==> src/rtl/key_tick_gen_if.sv <==
`default_nettype none
// ============================================================================
// Module   : key_tick_gen_if
// Purpose  : Groups the pushbutton/run inputs and the counter-control outputs
//            of key_tick_gen into one bundle.
// Signals  : key_n     - raw active-low pushbutton (asynchronous, bouncing)
//            run_en    - synchronous tick-generation enable
//            tick      - one-cycle count-enable pulse
//            clr_n     - debounced active-low clear level
//            clr_pulse - one-cycle pulse per accepted press
// Modports : master - drives key_n/run_en (stimulus side)
//            slave  - the key_tick_gen block
// Revision : 1.0 - initial release
// ============================================================================
interface key_tick_gen_if;
  logic key_n;
  logic run_en;
  logic tick;
  logic clr_n;
  logic clr_pulse;

  modport master (
    output key_n,
    output run_en,
    input  tick,
    input  clr_n,
    input  clr_pulse
  );

  modport slave (
    input  key_n,
    input  run_en,
    output tick,
    output clr_n,
    output clr_pulse
  );
endinterface
`default_nettype wire

==> src/rtl/key_tick_gen.sv <==
`default_nettype none
// ============================================================================
// Module   : key_tick_gen
// Purpose  : Debounces an active-low pushbutton into a clear level/pulse and
//            generates a periodic single-cycle count-enable tick, both in the
//            clk_50mhz domain, for a downstream 2-bit counter.
// Ports    : clk_50mhz - system clock, rising edge
//            rst_50mhz - asynchronous active-low reset
//            bus       - key_tick_gen_if.slave (key_n, run_en in;
//                        tick, clr_n, clr_pulse out)
// Params   : CLK_DIV      - clock cycles per tick period (>= 2)
//            DEBOUNCE_CYC - stable cycles needed to accept a change (>= 2)
// Revision : 1.0 - initial release
// ============================================================================
module key_tick_gen #(
  parameter int CLK_DIV      = 50000000,
  parameter int DEBOUNCE_CYC = 1000000
) (
  input  wire logic      clk_50mhz,
  input  wire logic      rst_50mhz,
  key_tick_gen_if.slave  bus
);

  localparam int c_DEB_W = $clog2(DEBOUNCE_CYC);
  localparam int c_DIV_W = $clog2(CLK_DIV);

  localparam logic [c_DEB_W-1:0] c_DEB_LAST = c_DEB_W'(DEBOUNCE_CYC - 1);
  localparam logic [c_DEB_W-1:0] c_DEB_ONE  = c_DEB_W'(1);
  localparam logic [c_DIV_W-1:0] c_DIV_LAST = c_DIV_W'(CLK_DIV - 1);
  localparam logic [c_DIV_W-1:0] c_DIV_ONE  = c_DIV_W'(1);

  typedef enum logic [1:0] {
    RELEASED    = 2'd0,
    PRESS_CHK   = 2'd1,
    PRESSED     = 2'd2,
    RELEASE_CHK = 2'd3
  } state_t;

  logic               r_sync1_n;
  logic               r_sync_n;
  state_t             r_state;
  state_t             w_state_nxt;
  logic [c_DEB_W-1:0] r_deb_cnt;
  logic [c_DEB_W-1:0] w_deb_cnt_nxt;
  logic               w_accept;
  logic [c_DIV_W-1:0] r_div_cnt;
  logic               r_tick;
  logic               r_clr_n;
  logic               r_clr_pulse;

  // Two-flop synchronizer; resets to the released (high) level.
  always_ff @(posedge clk_50mhz or negedge rst_50mhz) begin
    if (!rst_50mhz) begin
      r_sync1_n <= 1'b1;
      r_sync_n  <= 1'b1;
    end else begin
      r_sync1_n <= bus.key_n;
      r_sync_n  <= r_sync1_n;
    end
  end

  // Debounce FSM state register.
  always_ff @(posedge clk_50mhz or negedge rst_50mhz) begin
    if (!rst_50mhz) begin
      r_state   <= RELEASED;
      r_deb_cnt <= '0;
    end else begin
      r_state   <= w_state_nxt;
      r_deb_cnt <= w_deb_cnt_nxt;
    end
  end

  // Debounce FSM next-state logic. w_accept marks the PRESS_CHK->PRESSED edge.
  always_comb begin
    w_state_nxt   = r_state;
    w_deb_cnt_nxt = r_deb_cnt;
    w_accept      = 1'b0;
    case (r_state)
      RELEASED: begin
        if (!r_sync_n) begin
          w_state_nxt   = PRESS_CHK;
          w_deb_cnt_nxt = '0;
        end
      end
      PRESS_CHK: begin
        if (r_sync_n) begin
          w_state_nxt = RELEASED;
        end else if (r_deb_cnt == c_DEB_LAST) begin
          w_state_nxt = PRESSED;
          w_accept    = 1'b1;
        end else begin
          w_deb_cnt_nxt = r_deb_cnt + c_DEB_ONE;
        end
      end
      PRESSED: begin
        if (r_sync_n) begin
          w_state_nxt   = RELEASE_CHK;
          w_deb_cnt_nxt = '0;
        end
      end
      RELEASE_CHK: begin
        if (!r_sync_n) begin
          w_state_nxt = PRESSED;
        end else if (r_deb_cnt == c_DEB_LAST) begin
          w_state_nxt = RELEASED;
        end else begin
          w_deb_cnt_nxt = r_deb_cnt + c_DEB_ONE;
        end
      end
      default: begin
        w_state_nxt   = RELEASED;
        w_deb_cnt_nxt = '0;
      end
    endcase
  end

  // Outputs registered from the next state so clr_n changes on the same edge
  // the FSM enters/leaves the pressed half of the state space.
  always_ff @(posedge clk_50mhz or negedge rst_50mhz) begin
    if (!rst_50mhz) begin
      r_clr_n     <= 1'b1;
      r_clr_pulse <= 1'b0;
    end else begin
      r_clr_n     <= !((w_state_nxt == PRESSED) || (w_state_nxt == RELEASE_CHK));
      r_clr_pulse <= w_accept;
    end
  end

  // Tick divider. An accepted press restarts the period and suppresses any
  // wrap on that edge, so a tick never coincides with clr_pulse.
  always_ff @(posedge clk_50mhz or negedge rst_50mhz) begin
    if (!rst_50mhz) begin
      r_div_cnt <= '0;
      r_tick    <= 1'b0;
    end else if (w_accept) begin
      r_div_cnt <= '0;
      r_tick    <= 1'b0;
    end else if (bus.run_en) begin
      if (r_div_cnt == c_DIV_LAST) begin
        r_div_cnt <= '0;
        r_tick    <= 1'b1;
      end else begin
        r_div_cnt <= r_div_cnt + c_DIV_ONE;
        r_tick    <= 1'b0;
      end
    end else begin
      r_tick <= 1'b0;
    end
  end

  assign bus.tick      = r_tick;
  assign bus.clr_n     = r_clr_n;
  assign bus.clr_pulse = r_clr_pulse;

endmodule
`default_nettype wire

==> src/flat_wrapper.sv <==
// flat-port wrapper written by rule: the top's interface ports become plain ports
module key_tick_gen_flat 
#(
  parameter int CLK_DIV      = 50000000,
  parameter int DEBOUNCE_CYC = 1000000
)
  (clk_50mhz, rst_50mhz, bus_key_n, bus_run_en, bus_tick, bus_clr_n, bus_clr_pulse);
  key_tick_gen_if bus_i ();
  input  wire logic clk_50mhz;
  input  wire logic rst_50mhz;
  input wire logic [$bits(bus_i.key_n)-1:0] bus_key_n;
  input wire logic [$bits(bus_i.run_en)-1:0] bus_run_en;
  output wire logic [$bits(bus_i.tick)-1:0] bus_tick;
  output wire logic [$bits(bus_i.clr_n)-1:0] bus_clr_n;
  output wire logic [$bits(bus_i.clr_pulse)-1:0] bus_clr_pulse;
  assign bus_i.key_n = bus_key_n;
  assign bus_i.run_en = bus_run_en;
  assign bus_tick = bus_i.tick;
  assign bus_clr_n = bus_i.clr_n;
  assign bus_clr_pulse = bus_i.clr_pulse;
  key_tick_gen #(.CLK_DIV(CLK_DIV), .DEBOUNCE_CYC(DEBOUNCE_CYC)) u_core (.clk_50mhz(clk_50mhz), .rst_50mhz(rst_50mhz), .bus(bus_i));
endmodule
==> config.mk <==
export PLATFORM = sky130hd
export DESIGN_NAME = key_tick_gen_flat
export DESIGN_NICKNAME = d
export VERILOG_FILES = /design/src/rtl/key_tick_gen_if.sv /design/src/rtl/key_tick_gen.sv /design/src/flat_wrapper.sv
export SDC_FILE = /design/constraint.sdc
export NUM_CORES = 1
export LEC_CHECK = 0
export ABC_AREA = 1
export CAP_MARGIN = 20
export CORE_UTILIZATION = 48
export CTS_BUF_LIST = sky130_fd_sc_hd__clkbuf_8
export CTS_CLUSTER_SIZE = 25
export DETAILED_ROUTE_END_ITERATION = 6
export PLACE_DENSITY_LB_ADDON = 0.25
export SLEW_MARGIN = 5
export SYNTH_ARGS = -nofsm -noshare
export SYNTH_HDL_FRONTEND = slang
export SYNTH_SLANG_ARGS = --single-unit
export TNS_END_PERCENT = 5
==> constraint.sdc <==
create_clock -name clk_50mhz -period 1.85 [get_ports clk_50mhz]
set_input_delay 0.555 -clock clk_50mhz [delete_from_list [all_inputs] [get_ports clk_50mhz]]
set_output_delay 0.555 -clock clk_50mhz [all_outputs]
set_load 0.05 [all_outputs]
==> parameters.txt, run 1 <==
Parameter                              Value

Routing
  Amount of wire on met2 after detailed routing    3390 um
  DRC violation count after routing    0
  Number of vias after detailed routing    3243
  Via density per instance    5.29
  First-pass iteration count of the detailed router    5
  Number of DRC markers after the initial detailed-route iteration    276
  Post-route ant nets    0
  Routed length on met3    370 um
  Highest metal used    met4
  Routed metal-1 wire length    4050 um
  Total routed wirelength    7880 um
  Mean routed wirelength per cell    12.9 um

Synth
  Post-synthesis cell type count    36
  Number of synthesized register bits    53
  Number of instances in the synthesized netlist    500
  Number of nets produced by synthesis    506
  Most used DFF post-synth    dfrtp_1
  Number of enable flip-flop cells after synthesis    0
  Number of warnings issued by yosys    0
  Cell area after synthesis    0.00352 mm^2
  Sequential area share after synthesis    0.378
  Post-synth ARST share    1.00
  Mean Syn Cell Area    7.04 um^2

Floorplan
  Site row count    30
  Effective utilization at floorplan    0.507
  Standard cell core area    0.00694 mm^2
  Die height    87.6 um
  IO Count    7
  Die area    0.00768 mm^2
  Width of the die    87.6 um

Timing
  Worst slack on hold paths    0.173 ns
  Total count of max-transition violations in the final report    0
  Highest clock rate    581 MHz
  Portion of the clock cycle consumed by the worst path in the final layout    0.930
  Count of final hold-check violations    0
  Final sum of negative setup slack    0 ns
  Least-Margin Pin Slew    0.440 ns
  Period minus WS final    1.72 ns
  RSZ-0062 raised after global routing    yes
  Total of endpoints with negative setup slack in the final report    0
  Worst slew margin    0.707
  Final clock skew    0.00667 ns
  Post-layout worst setup margin    0.129 ns

Layout
  Fraction of layout cells with a size suffix above 1    0.120
  Storage element area    0.00133 mm^2
  Layout overhead on the synthesized area    10.8%
  Number of nets in the layout    522
  Core utilization of the finished layout    0.562
  Combined area of the multi-input logic cells    0.00197 mm^2
  Total of fill cells in the finished design    640
  Most frequent cells in the layout    nand2_1 (144), nor2_1 (81), nand3_1 (66)
  Inserted Diodes    0
  Most frequent standard cell in the layout excluding fill and tap cells    nand2_1

Worst setup path
  WS Path Type    reg2reg
  Cell type with the highest occurrence count on the critical path    nand2_1
  Cell-by-cell listing of the critical path    ha_1 > nand2_1 > nor2_1 > nand2_1 > nor2_1 > nand2_1 > nand3_4 > o21ai_0
  Crit path buffers/inverters    0
  Largest fanout on the critical path    17
  Critical Path Sink Type    flip-flop
  Critical Path Source Type    flip-flop
  Top Family by Delay on Critical Path    simple AND/OR/NAND/NOR gates
  Worst-path cell with the longest stage delay    dfrtp_1
  Largest stage delay, worst path    0.43 ns
  Data required time at the worst endpoint    2.07 ns
  Arrival time of data at the critical path endpoint    1.94 ns

Placement
  Weighted congestion reported at the end of routability-driven placement    0.905
  Post-DP HPWL    5890 um
  Count of input and output buffers    6
  Placement-stage worst setup slack    -0.0296 ns

Pwr
  Internal power consumption    1.74 mW
  Maximum vdd ir drop    0.000393 V
  Switching power share of the total    0.266
  Clock group share of total power    0.341
  Switching power    0.629 mW
  Share of power burned in combinational logic    0.117
  Leakage Power    1.64 nW
  Total chip power    2.37 mW
  Cell Pwr Density    607 mW/mm^2
  Flop pwr share    0.541

Clock network
  Clk sinks    53
  Clock Path Buffers    2
  Clock Tree Root    clkbuf_8
  Post-cts resize count    0
  Clock tree from TritonCTS    done
  Post-CTS Setup Repair Bufs    0
  CTS H-Tree Depth    2
  Inserted Clock Buffers    5
  Insertion delay of the later-clocked pin in the worst-skew pair    0.31 ns
  Clock input transition at the sequential cells of the worst setup and hold paths    0.10 ns
  CTS Hold Bufs    0

Status
  Outcome    finished, final reports clean

Global routing
  Number of antenna violations at the first check in global routing    0
  Gr usage total    0.222
  Largest net degree at the start of global routing    27
  Vias in the first global route    2861
  Total grt overflow    0
  Wire length of the first global-routing pass    13400 um

Run
  Max-cap check violation count    0

Worst hold path
  HP Class    in2async
## stage by stage
| step | area (um^2) | std cells |
|---|---|---|
| 2_1_floorplan | 3520 | 500 |
| 3_3_place_gp | 3780 | 605 |
| 3_5_place_dp | 3780 | 605 |
| 5_1_grt | 3900 | 613 |
| 4_1_cts | 3890 | 613 |
| 6_report | 3900 | 613 |
## cell usage after synthesis, types with 6 or more instances
| master | number | area share |
|---|---|---|
| nand3_1 | 66 | 0.094 |
| inv_1 | 34 | 0.036 |
| o21ai_0 | 9 | 0.013 |
| inv_2 | 6 | 0.0064 |
| o21ai_2 | 10 | 0.025 |
| xor2_1 | 15 | 0.037 |
| nor2_1 | 81 | 0.086 |
| xnor2_1 | 7 | 0.017 |
| dfrtp_1 | 50 | 0.36 |
| o21ai_1 | 17 | 0.024 |
| nand2_1 | 144 | 0.15 |
| nand4_1 | 12 | 0.021 |
## area by class of cell
cell class	instances	share of cell area
multi-input cells	395	0.505
flip-flops and latches	53	0.341
repair buffers	20	0.0552
inverters	41	0.0394
well taps	96	0.0308
clock buffers	5	0.0176
clock inverters	3	0.0109
## state kept, by name (all words and copies together), names as in the netlist
| name | flops |
|---|---|
| u_core.r_div_cnt | 26 |
| u_core.r_deb_cnt | 20 |
| u_core.r_state | 2 |
| u_core.bus.clr_n | 1 |
| u_core.bus.clr_pulse | 1 |
| u_core.bus.tick | 1 |
| u_core.r_sync1_n | 1 |
| u_core.r_sync_n | 1 |
## path summary, 6_finish.rpt
| path | from | to | slack, ns | depth (start not counted) |
|---|---|---|---|---|
| max in group asynchronous | rst_50mhz | u_core.r_div_cnt[23] | 1.21 | 2 |
| worst max-delay path | u_core.r_div_cnt[0] | u_core.r_div_cnt[13] | 0.13 | 8 |
| worst min register to register | u_core.r_sync1_n | u_core.r_sync_n | 0.36 | 0 |
| worst max register to register | u_core.r_div_cnt[0] | u_core.r_div_cnt[13] | 0.13 | 8 |
| min in group clk_50mhz | u_core.r_sync1_n | u_core.r_sync_n | 0.36 | 0 |
| worst min-delay path | rst_50mhz | u_core.bus.clr_pulse | 0.17 | 1 |
## routing by layer
layer  global-route usage  vias up
met5                    0        -
met4               0.0656        0
met1                0.328     1514
met2                0.340       80
met3               0.0283        5
li1                     -     1644
## power by group through the flow
stage	logic [mW]	clock network, mW	registers (mW)
after global routing	0.316	0.865	1.29
after detailed placement	0.281	0	1.30
final	0.278	0.808	1.28
after floorplan	0.193	0	1.29
after CTS	0.283	0.839	1.28
after global placement	0.275	0	1.30
## logic make-up after synthesis
logic type	share of synthesized area
AO/OA/AOI/OAI	0.0707
adder cells (fa/ha/maj)	0.00711
flip-flops	0.378
buffers and inverters	0.0650
XOR/XNOR	0.0547
AND/OR/NAND/NOR	0.425
Note: power is estimated with default switching activity, not from simulation.
==> run 2: changes to the inputs <==
CTS_CLUSTER_DIAMETER = 30   (was default)
SETUP_SLACK_MARGIN = 0.05   (was default)
SKIP_CTS_REPAIR_TIMING = 1   (was default)
==> run 2 against run 1 <==
Net effect: core utilization up 0.83 points; largest cell class unchanged; register-to-register slack improved by 0.03 ns; fmax is 1.8% higher; critical path depth fell by 1.
==> parameters.txt, run 2 (synthesis gave the netlist of run 1 again) <==
Parameter                              Value

Placement
  Count of input and output buffers    6 (unchanged)
  Post-DP HPWL    5890 um (unchanged)
  Weighted congestion reported at the end of routability-driven placement    0.905 (unchanged)
  Placement-stage worst setup slack    -0.0296 ns (unchanged)
  Instance count after placement with tap cells included    605 (unchanged)

Worst setup path
  Data required time at the worst endpoint    2.05 ns (-0.02 ns)
  Worst reg2reg startpoint    u_core.r_deb_cnt[1]
  Critical Path Source Type    flip-flop
  Largest fanout on the critical path    26 (+9)
  WS Path Type    reg2reg
  R2R setup slack    0.16 ns (+0.03 ns)
  Worst-path cell with the longest stage delay    dfrtp_1
  Crit path buffers/inverters    1 (+1)
  Top Family by Delay on Critical Path    simple AND/OR/NAND/NOR gates
  Largest stage delay, worst path    0.39 ns (-0.04 ns)
  Critical Path Sink Type    flip-flop
  Cell-by-cell listing of the critical path    ha_1 > nand3_2 > nor2_4 > nand4_4 > buf_4 > nand3_1 > o21ai_2
  Reg2Reg Depth    7 (-1)
  Worst R2R End    u_core.r_div_cnt[23]
  Arrival time of data at the critical path endpoint    1.89 ns (-0.05 ns)

Clock network
  Clock tree from TritonCTS    done
  Insertion delay of the later-clocked pin in the worst-skew pair    0.31 ns (about the same)
  Clock Tree Root    clkbuf_8
  Inserted Clock Buffers    5 (unchanged)
  Clk sinks    53 (unchanged)
  Clock input transition at the sequential cells of the worst setup and hold paths    0.10 ns (about the same)
  CTS H-Tree Depth    2 (unchanged)
  Clock Path Buffers    2 (unchanged)

Routing
  Mean routed wirelength per cell    13.0 um (+1.1%)
  First-pass iteration count of the detailed router    5 (unchanged)
  Number of DRC markers after the initial detailed-route iteration    303 (+9.8%)
  Total routed wirelength    8040 um (+2.1%)
  Post-route ant nets    0 (unchanged)
  DRC violation count after routing    0 (unchanged)
  Number of vias after detailed routing    3282 (+1.2%)
  Via density per instance    5.30 (+0.22%)

Layout
  Inserted Diodes    0 (unchanged)
  Most frequent standard cell in the layout excluding fill and tap cells    nand2_1
  Reg with most FFs    u_core.r_div_cnt
  Most frequent cells in the layout    nand2_1 (144), nor2_1 (81), nand3_1 (66)
  Layout overhead on the synthesized area    12.4%
  Flip-flop count of the largest register, all copies and words added    26 (unchanged)
  Top flop regs    u_core.r_div_cnt x26, u_core.r_deb_cnt x20, u_core.r_state x2
  Fraction of layout cells with a size suffix above 1    0.130 (+0.0101)
  Number of nets in the layout    528 (+1.1%)
  Post-route insts no fill    619 (+0.98%)

Timing
  Portion of the clock cycle consumed by the worst path in the final layout    0.913 (-0.0168)
  Worst slack on hold paths    0.172 ns (-0.000872 ns)
  RSZ-0062 raised after global routing    yes
  Least-Margin Pin Slew    0.437 ns (-0.00327 ns)
  Highest clock rate    592 MHz (+1.8%)
  Total of endpoints with negative setup slack in the final report    0 (unchanged)
  Period minus WS final    1.69 ns (-0.0311 ns)
  Count of final hold-check violations    0 (unchanged)
  Post-layout worst setup margin    0.160 ns (+0.0311 ns)
  Total count of max-transition violations in the final report    0 (unchanged)
  Final clock skew    0.00619 ns (-0.000480 ns)
  Worst slew margin    0.709 (+0.00218)

Global routing
  Vias in the first global route    2861 (unchanged)
  Gr usage total    0.222 (unchanged)
  Largest net degree at the start of global routing    27 (unchanged)
  Number of antenna violations at the first check in global routing    0 (unchanged)
  Total grt overflow    0 (unchanged)
  Wire length of the first global-routing pass    13400 um (unchanged)

Floorplan
  Width of the die    87.6 um (unchanged)
  IO Count    7 (unchanged)
  Site row count    30 (unchanged)
  Effective utilization at floorplan    0.507 (unchanged)
  Standard cell core area    0.00694 mm^2 (unchanged)
  Die height    87.6 um (unchanged)
  Die area    0.00768 mm^2 (unchanged)

Pwr
  Clock group share of total power    0.339 (-0.002)
  Maximum vdd ir drop    0.000390 V (-0.81%)
  Flop pwr share    0.539 (-0.002)
  Cell Pwr Density    601 mW/mm^2 (-1.0%)
  Leakage Power    1.68 nW (+2.0%)
  Share of power burned in combinational logic    0.122 (+0.005)
  Switching power share of the total    0.265 (-0.00105)
  Switching power    0.629 mW (about the same)
  Internal power consumption    1.75 mW (+0.60%)

Status
  Outcome    finished, final reports clean

Run
  Max-cap check violation count    0 (unchanged)

Worst hold path
  HP Class    in2async
run 2: metrics by stage:
stage	cell area, um^2	util	setup TNS (ns)	power, mW
after floorplan	3520	-	0	1.49
after global placement	3780	0.545	0	1.57
after detailed placement	3780	0.545	-0.0426	1.58
after CTS	3890	0.561	0	2.40
after global routing	3960	0.570	-0.00729	2.49
final	3960	0.570	0	2.38
run 2: worst max path at each step:
stage,from,endpoint,slack (ns),cells past startpoint
floorplan,u_core.r_deb_cnt[0],u_core.r_div_cnt[2],0.25,7
global placement,bus_run_en,u_core.r_div_cnt[25],0.06,4
global route,u_core.r_deb_cnt[1],u_core.r_deb_cnt[9],-0.007,8
CTS,u_core.r_div_cnt[0],u_core.r_div_cnt[13],0.11,8
detailed placement,bus_run_en,u_core.r_div_cnt[13],-0.03,4
finish,u_core.r_deb_cnt[1],u_core.r_div_cnt[23],0.16,7
run 2: layout make-up:
cell class | instances | area [um^2]
repair buffers | 26 | 273
well taps | 96 | 120
inverters | 41 | 154
multi-input cells | 395 | 1970
clock buffers | 5 | 68.8
flip-flops and latches | 53 | 1330
fillers | 633 | 2990
clock inverters | 3 | 42.5
run 2: power by group through the flow:
stage	Clock, mW	Combinational [mW]	Sequential [mW]
after CTS	0.839	0.283	1.28
after global placement	0	0.275	1.30
after floorplan	0	0.193	1.29
after global routing	0.865	0.330	1.29
after detailed placement	0	0.281	1.30
final	0.805	0.291	1.28
run 2: worst register-to-register path: cells and delay by family (launching register included):
kind                       cells  cell delay (ns)
AOI/OAI and AO/OA              1             0.08
adders and majority gates      1             0.20
buffers and inverters          1             0.24
DFF                            1             0.39
and+or+nand+nor                4             0.67
run 2: per-layer routing:
layer,up-vias,part of all wire,global-route usage
met3,7,0.063,0.0283
met2,106,0.43,0.340
met1,1510,0.50,0.328
met4,0,0.0096,0.0656
li1,1659,-,-
met5,-,0,0
==> run 3: changes to the inputs <==
GPL_TIMING_DRIVEN = 0   (was default)
==> run 3 against run 2 <==
Net effect: total power down 6.4%; setup slack worse by 0.024 ns; highest routed layer unchanged; combinational power decreased by 2%; largest power group unchanged; register-to-register slack got worse by 0.02 ns; clock power shrank 18%; fmax down 1.4%; flip-flop and latch count stayed put; clock skew decreased by 0.0020 ns; largest cell class unchanged; global-route usage rose by 1.2 points; cell count shrank 0.81%; die area is the same.
==> parameters.txt, run 3 (synthesis gave the netlist of run 1 again) <==
Parameter                              Value

Layout
  Layout overhead on the synthesized area    10.4%
  Number of nets in the layout    523 (-0.95%)
  Top flop regs    u_core.r_div_cnt x26, u_core.r_deb_cnt x20, u_core.r_state x2
  Reg with most FFs    u_core.r_div_cnt
  Inserted Diodes    0 (unchanged)
  Post-route insts no fill    614 (-0.81%)
  Final instance area    0.00389 mm^2 (-1.8%)
  Most frequent cells in the layout    nand2_1 (144), nor2_1 (79), nand3_1 (66)
  Fraction of layout cells with a size suffix above 1    0.116 (-0.0142)
  Core utilization of the finished layout    0.560 (-0.0103)
  Flip-flop count of the largest register, all copies and words added    26 (unchanged)
  Most frequent standard cell in the layout excluding fill and tap cells    nand2_1

Pwr
  Leakage Power    1.64 nW (-2.0%)
  Total chip power    2.23 mW (-6.4%)
  Cell Pwr Density    573 mW/mm^2 (-4.7%)
  Maximum vdd ir drop    0.000332 V (-15%)

Routing
  Post-route ant nets    0 (unchanged)
  Number of vias after detailed routing    3359 (+2.3%)
  DRC violation count after routing    0 (unchanged)
  First-pass iteration count of the detailed router    5 (unchanged)
  Mean routed wirelength per cell    13.9 um (+7.2%)
  Total routed wirelength    8560 um (+6.4%)
  Via density per instance    5.47 (+3.2%)
  Number of DRC markers after the initial detailed-route iteration    280 (-7.6%)

Placement
  Instance count after placement with tap cells included    603 (-0.33%)
  Count of input and output buffers    6 (unchanged)
  Weighted congestion reported at the end of routability-driven placement    0.930 (+2.8%)
  Placement-stage worst setup slack    -0.179 ns (-0.149 ns)
  Post-DP HPWL    6250 um (+6.0%)
  Post-Place Cell Area    0.00372 mm^2 (-1.7%)

Global routing
  Number of antenna violations at the first check in global routing    0 (unchanged)
  Total grt overflow    0 (unchanged)
  Gr usage total    0.235 (+0.0124)
  Wire length of the first global-routing pass    14100 um (+5.1%)
  Vias in the first global route    2999 (+4.8%)
  Largest net degree at the start of global routing    31 (+15%)

Clock network
  Clock Tree Root    clkbuf_8
  Inserted Clock Buffers    5 (unchanged)
  Clock Path Buffers    2 (unchanged)
  Clk sinks    53 (unchanged)
  Clock input transition at the sequential cells of the worst setup and hold paths    0.09 ns (about the same)
  Insertion delay of the later-clocked pin in the worst-skew pair    0.30 ns (about the same)
  Clock tree from TritonCTS    done
  CTS H-Tree Depth    2 (unchanged)

Timing
  Highest clock rate    583 MHz (-1.4%)
  Post-layout worst setup margin    0.136 ns (-0.0239 ns)
  Worst slack on hold paths    0.243 ns (+0.0707 ns)
  Final clock skew    0.00418 ns (-0.00201 ns)
  Total count of max-transition violations in the final report    0 (unchanged)
  Total of endpoints with negative setup slack in the final report    0 (unchanged)
  Least-Margin Pin Slew    0.573 ns (+0.136 ns)
  Portion of the clock cycle consumed by the worst path in the final layout    0.926 (+0.0129)
  Count of final hold-check violations    0 (unchanged)
  Final sum of negative setup slack    0 ns (unchanged)
  RSZ-0062 raised after global routing    yes
  Worst slew margin    0.615 (-0.0939)
  Period minus WS final    1.71 ns (+0.0239 ns)

Worst setup path
  Data required time at the worst endpoint    2.04 ns (about the same)
  Arrival time of data at the critical path endpoint    1.91 ns (+0.02 ns)
  Critical Path Source Type    flip-flop
  Largest fanout on the critical path    10 (-62%)
  R2R setup slack    0.14 ns (-0.02 ns)
  Critical Path Sink Type    flip-flop
  WS Path Type    reg2reg

Floorplan
  Die height    87.6 um (unchanged)
  Width of the die    87.6 um (unchanged)
  Effective utilization at floorplan    0.507 (unchanged)
  IO Count    7 (unchanged)
  Die area    0.00768 mm^2 (unchanged)
  Standard cell core area    0.00694 mm^2 (unchanged)
  Site row count    30 (unchanged)

Worst hold path
  HP Class    in2async

Status
  Outcome    finished, final reports clean

Run
  Max-cap check violation count    0 (unchanged)
[run 3: layout make-up]
| type | instances | area, um^2 |
|---|---|---|
| inverter | 41 | 154 |
| sequential | 53 | 1330 |
| clock buffer | 6 | 82.6 |
| clock inverter | 2 | 7.51 |
| tap | 96 | 120 |
| fill | 642 | 3060 |
| buffer | 11 | 81.3 |
| multi-input combinational | 397 | 2030 |
| timing repair buffer | 8 | 82.6 |
[run 3: report_power, final]
part	leakage, nW	internal [mW]	switching (mW)
Sequential	0.718	1.22	0.0663
Clock	0.0538	0.295	0.363
Combinational	0.872	0.115	0.169
Total	1.64	1.63	0.598
[run 3: routing by layer]
layer / GRT usage / up-vias / wire (um)
li1: - / 1655 / -
met1: 0.354 / 1580 / 4210
met2: 0.351 / 113 / 3760
met3: 0.0358 / 11 / 513
met4: 0.0566 / 0 / 68
met5: 0 / - / 0
[run 3: critical path, stage by stage (launching register included)]
cell and delay [ns]:
dfrtp_1 0.47, nor2_1 0.17, nand2_1 0.17, nor2_8 0.20
nand4_4 0.18, buf_2 0.24, nand3_1 0.11, o21ai_2 0.06
[run 3: final timing paths]
kind                                 startpoint  depth (start not counted)                    to
setup / recovery           u_core.r_deb_cnt[13]                          7   u_core.r_div_cnt[1]
hold / removal                        rst_50mhz                          1  u_core.r_deb_cnt[10]
hold reg to reg                u_core.r_sync1_n                          0       u_core.r_sync_n
max in group asynchronous             rst_50mhz                          2      u_core.r_sync1_n
setup reg to reg           u_core.r_deb_cnt[13]                          7   u_core.r_div_cnt[1]
min in group clk_50mhz         u_core.r_sync1_n                          0       u_core.r_sync_n
